`config.mk`:
```
export PLATFORM = sky130hd
export DESIGN_NAME = cnt_4b
export DESIGN_NICKNAME = d
export VERILOG_FILES = /design/src/rtl/cnt_4b.sv
export SDC_FILE = /design/constraint.sdc
export NUM_CORES = 1
export LEC_CHECK = 0
export CORE_MARGIN = 2
export CORE_UTILIZATION = 44
export DETAILED_ROUTE_END_ITERATION = 12
export GPL_ROUTABILITY_DRIVEN = 0
export PLACE_DENSITY = 0.8
export SETUP_SLACK_MARGIN = 0.15
export SYNTH_ARGS = -nofsm -noshare
export SYNTH_HDL_FRONTEND = slang
export SYNTH_SLANG_ARGS = --single-unit
```
`constraint.sdc`:
```
create_clock -name clk -period 1.74 [get_ports clk]
set_input_delay 0.261 -clock clk [delete_from_list [all_inputs] [get_ports clk]]
set_output_delay 0.261 -clock clk [all_outputs]
set_load 0.03 [all_outputs]
```
`src/rtl/cnt_4b.sv`:
```
// Bounded up/down counter with run/hold control and runtime-programmable
// inclusive bounds. It wraps at either bound and re-enters the range when outside it.
module cnt_4b #(
  parameter int unsigned WIDTH = 4
) (
  input  logic             clk,
  input  logic             rst,
  input  logic             SS,
  input  logic             MODE,
  input  logic [WIDTH-1:0] MIN,
  input  logic [WIDTH-1:0] MAX,
  output logic [WIDTH-1:0] OUT
);

  localparam logic [WIDTH-1:0] ONE_C  = WIDTH'(1'b1);
  localparam logic [WIDTH-1:0] ZERO_C = {WIDTH{1'b0}};

  logic [WIDTH-1:0] cnt_r;
  logic [WIDTH-1:0] nxt_s;
  logic             below_min_s;
  logic             above_max_s;
  logic             at_or_above_max_s;
  logic             at_or_below_min_s;
  logic             bad_range_s;

  // Range classification of the current count against the live bounds.
  always_comb begin
    below_min_s       = (cnt_r <  MIN);
    above_max_s       = (cnt_r >  MAX);
    at_or_above_max_s = (cnt_r >= MAX);
    at_or_below_min_s = (cnt_r <= MIN);
    bad_range_s       = (MIN >  MAX);
  end

  // Next-count selection. The bound checks come before the +/-1, so the
  // arithmetic never wraps modulo 2^WIDTH.
  always_comb begin
    nxt_s = cnt_r;
    if (!SS) begin
      nxt_s = cnt_r;
    end else if (bad_range_s) begin
      nxt_s = MIN;
    end else if (MODE) begin
      if (below_min_s || at_or_above_max_s) begin
        nxt_s = MIN;
      end else begin
        nxt_s = cnt_r + ONE_C;
      end
    end else begin
      if (above_max_s || at_or_below_min_s) begin
        nxt_s = MAX;
      end else begin
        nxt_s = cnt_r - ONE_C;
      end
    end
  end

  // Count register; an asynchronous reset clears it immediately.
  always_ff @(posedge clk or negedge rst) begin
    if (!rst) begin
      cnt_r <= ZERO_C;
    end else begin
      cnt_r <= nxt_s;
    end
  end

  assign OUT = cnt_r;

endmodule

```
* Word-level counts from Yosys, hierarchy flattened
Cells that the tools add are included.
Storage, ports and cells: register bits after elaboration 4, input port bits 12
Cells by class: $lt $le $gt $ge 5, $add $sub $neg 2, reductions and logical operators 2, mux-type cells 4
Operators by type and width (count):
- 2-to-1 mux 4 bit | 4
- greater-than comparator 4 bit | 2
- adder 4 x 1 -> 4 bit (second input constant) | 1
- greater-or-equal comparator 4 bit | 1
- less-or-equal comparator 4 bit | 1
- < comparator 4 bit | 1
- subtractor 4 x 1 -> 4 bit (second input constant) | 1
- logical OR 1 bit | 2

* Depth between registers and ports, before layout
depth after elaboration 5, gate-level depth with buffers 8

* Worst setup path before layout
No wires, ideal clock.
path kind flip-flop to flip-flop, start register cnt_r[1], in the netlist OUT[1], end register cnt_r[1], in the netlist OUT[1], setup time 0.120 ns, data arrival time 1.946 ns, period minus slack after synthesis 2.066 ns, cell stages (with the launch flop) 8, slack -0.326 ns, cells stage by stage dfrtp_1 > ha_1 > nor2b_1 > o211a_4 > nor2_1 > and2_1 > o211ai_1 > a31o_2
Between the ends: longest elaborated chain between the ends 5, elaborated cells between the ends (all ways) 12, those cells by class add/sub (2); order compare (4); mux (4); reduce/logical (2)
Ends and longest elaborated chain:
- start: declaration | line 18 | logic [WIDTH-1:0] cnt_r;
- start signal: assignment | line 63 | cnt_r <= nxt_s;
- greater-than comparator 4 bit, or another cell as far along | line 29 | above_max_s = (cnt_r > MAX);
- logical OR 1 bit, on equally long branches | line 50, 44
- 2-to-1 mux 4 bit, on equally long branches | line 50, 44
- 2-to-1 mux 4 bit (*) | line 43 | end else if (MODE) begin
- 2-to-1 mux 4 bit (*) | line 41 | end else if (bad_range_s) begin
Every way passes the cells marked *; elsewhere a longest branch is shown, timed or not. A chain may end at the register's enable or synchronous reset.

* Worst setup path after layout
start register cnt_r[2], in the netlist OUT[2], end register cnt_r[2], in the netlist OUT[2]
The elaborated chain is that of the path after synthesis.

==> summary.md <==
| Metric | Value |
|---|---|
| Run status | `complete, but fails checks` |
| Violated checks | `setup timing` |
| Clock Path Buffers | `2` |
| Synth-to-Final Area Change | `83.3%` |
| Post-synthesis sequential area ratio | `14.3%` |
| Slew at the pin closest to its max-slew limit | `around 330 ps` |
| #FFs+latches synth | `4` |
| Most frequent cells in the layout | `buf_4, dlygate4sd2_1, inv_1, ha_4, ha_1` |
| Final net count | `159` |
| Crit share post-route | `114%` |
| Initial DRC Count | `47` |
| Crit path buffers/inverters | `2` |
| Final Hold Viols | `0` |
| IO buf count | `15` |
| Clock Skews | `roughly 13 ps` |
| Worst-path maximum fanout | `6` |
| Worst Hold Class | `input port to async pin` |
| CTS tree | `yes` |
| Layout fillers | `between 70 and 80` |
| DR WL/cell | `about 24 um` |
| Final WL | `approximately 3600 um` |
| # IOs | `16` |
| Register area | `105 um^2` |
| Grt total ovfl | `0` |
| Total Routing Usage GR | `roughly a third` |
| CP Data Arrival Time | `about 2100 ps` |
| Global-route wire length before repair | `4450 um` |
| Vias after detailed routing | `about 1000` |
| ANT nets after route | `0` |
| HPWL Detailed | `between 1500 and 2000 um` |
| Hold buffers post-CTS | `0` |
| Final setup violation count | `4` |
| Number of global-route vias before repair | `approximately 900` |
| Final slew viol count | `0` |
| Syn avg cell area | `between 8 and 9 um^2` |
| Min Tclk post-route | `between 1500 and 2000 ps` |
| Util after Layout | `86.0%` |
| CP required | `roughly 1800 ps` |
| Crit path largest cell delay | `460 ps` |
| Die ar. | `approximately 0.0019 mm^2` |
| Total leakage power | `about 0.0006 uW` |
| Startpoint types | `flop` |
| Commonest non-fill, non-tap cell in the layout | `buf_4` |
| Crit path cell chain | `ha_1 -> nand2_2 -> o21ai_4 -> buf_6 -> buf_4 -> nand3_1 -> o211ai_1 -> a31oi_1` |
| Pwr dens | `between 1000 and 1500 mW/mm^2` |
| CTS clk-pin slew, worst paths | `~60 ps` |
| Multi-input combinational cell area | `between 700 and 800 um^2` |
| Critical path class | `flop to flop` |
| Htree depth | `1` |
| Syn. warnings | `0` |
| Finished Layout Cells | `approximately 150` |
| Initial Utilization | `a little under half` |
| Synthesized Nets | `111` |
| Share of layout cells above drive strength 1 | `about half` |
| Clock sink count | `4` |
| # DRC | `0` |
| CP endpoint kind | `flop` |
| Maxcap violations | `0` |
| Die Ht | `around 44 um` |
| Cts bufs inserted | `3` |
| Total Power | `between 1000 and 1500 uW` |
| Synth cell types | `25` |
| Row count | `14` |
| Largest net degree at the start of global routing | `8` |
| Die Width | `43.8 um` |
| Reg2reg setup slack | `-250 ps` |
| VDD IR max | `roughly 0.00066 V` |
| Relative max-transition margin | `about four fifths` |
| Unrepaired setup endpoints after global routing | `true` |
| Kind of cell adding the most delay to the critical path | `compound AO/OA/AOI/OAI gates` |
| Worst-Skew Late Latency | `roughly 260 ps` |
| Clock root cell | `clkbuf_4` |
| Final setup TNS | `-785 ps` |
| Slowest-stage cell, CP | `dfrtp_2` |
| Synth Cell Area | `698 um^2` |
| Post-synthesis cell count | `85` |
| Placed insts | `~140` |
| Antenna cells | `0` |
| Largest register FFs | `4` |
| Final worst-path setup slack | `-248 ps` |
| Via density | `around 6.8` |
| FMAX | `roughly 500 MHz` |
| CORE AREA | `0.00149 mm^2` |
| Initial antenna violation count | `0` |
| Router iterations before antenna repair | `7` |
-- worst paths after layout --
path,endpoint,cells after the start,start
max in group asynchronous,OUT[2],1,rst
min in group clk,OUT[3],4,MIN[3]
setup / recovery,OUT[2],8,OUT[2]
hold reg to reg,OUT[0],4,OUT[0]
setup reg to reg,OUT[2],8,OUT[2]
hold / removal,OUT[0],1,rst
-- layout make-up --
type,count,share of cell area [%]
multi-input combinational,68,56.0
tap,16,1.56
timing repair buffer,43,28.6
sequential,4,8.21
inverter,13,3.81
clock buffer,3,1.76
-- worst reg2reg max path, delay by kind of cell, from the launching register on --
family | cells | cell delay [ps]
buffers and inverters | 2 | 260
AOI/OAI and AO/OA | 3 | 560
and+or+nand+nor | 2 | 190
DFF | 1 | 460
adders and majority gates | 1 | 370
-- synth_stat cells, drive strengths merged --
library cell | number | area, um^2
nand4 | 2 | 12.5
and2 | 1 | 6.26
o211ai | 6 | 45.0
xor2 | 2 | 17.5
xnor2 | 2 | 17.5
a31oi | 4 | 25.0
nor2 | 3 | 11.3
a211o | 1 | 8.76
nand3 | 7 | 47.6
o21ai | 2 | 25.0
inv | 13 | 48.8
ha | 14 | 175
or2b | 1 | 7.51
o211a | 1 | 17.5
and4 | 2 | 18.8
nor2b | 2 | 12.5
nand2 | 4 | 15.0
nor3 | 2 | 10.0
a31o | 3 | 26.3
o22ai | 4 | 25.0
dfrtp | 4 | 100
a21oi | 5 | 25.0
-- through the flow --
| stage | hold slack, ps | area, um^2 | setup slack [ps] |
|---|---|---|---|
| after floorplan | -34.6 | 754 | -113 |
| after global placement | 474 | 1070 | -447 |
| after detailed placement | 472 | 1070 | -494 |
| after CTS | 228 | 1220 | -153 |
| after global routing | 257 | 1280 | -244 |
| final | 225 | 1280 | -248 |
-- what timing repair did --
item | in CTS | in global routing
pin swaps | 19 | 12
buffers inserted | 5 | 3
gates resized for setup | 25 | 10
setup endpoints to repair | 8 | 4
-- layer usage --
metal  GRT usage (%)  up-vias  part of all wire (%)
li1                -      412                     -
met1            37.8      461                    35
met2            57.9       94                    47
met3            3.75       31                    11
met4            13.9        0                   7.0
met5               0        -                     0
-- cells by family (layout without fill, tap and decap cells) --
group | after synthesis | count (layout) | share of synthesized area [%]
AOI/OAI and AO/OA | 26 | 26 | 28.3
and+or+nand+nor | 24 | 24 | 20.3
adders and majority gates | 14 | 14 | 25.1
buffers and inverters | 13 | 59 | 6.99
xor gates and xnor gates | 4 | 4 | 5.02
DFF | 4 | 4 | 14.3
-- where the power goes --
part	total [uW]	leakage, uW	internal (uW)	switching [uW]
Clock	143	0.0000138	79.0	64.4
Sequential	170	0.0000418	122	47.4
Combinational	1090	0.000530	519	568
(Power assumes the default switching activity.)
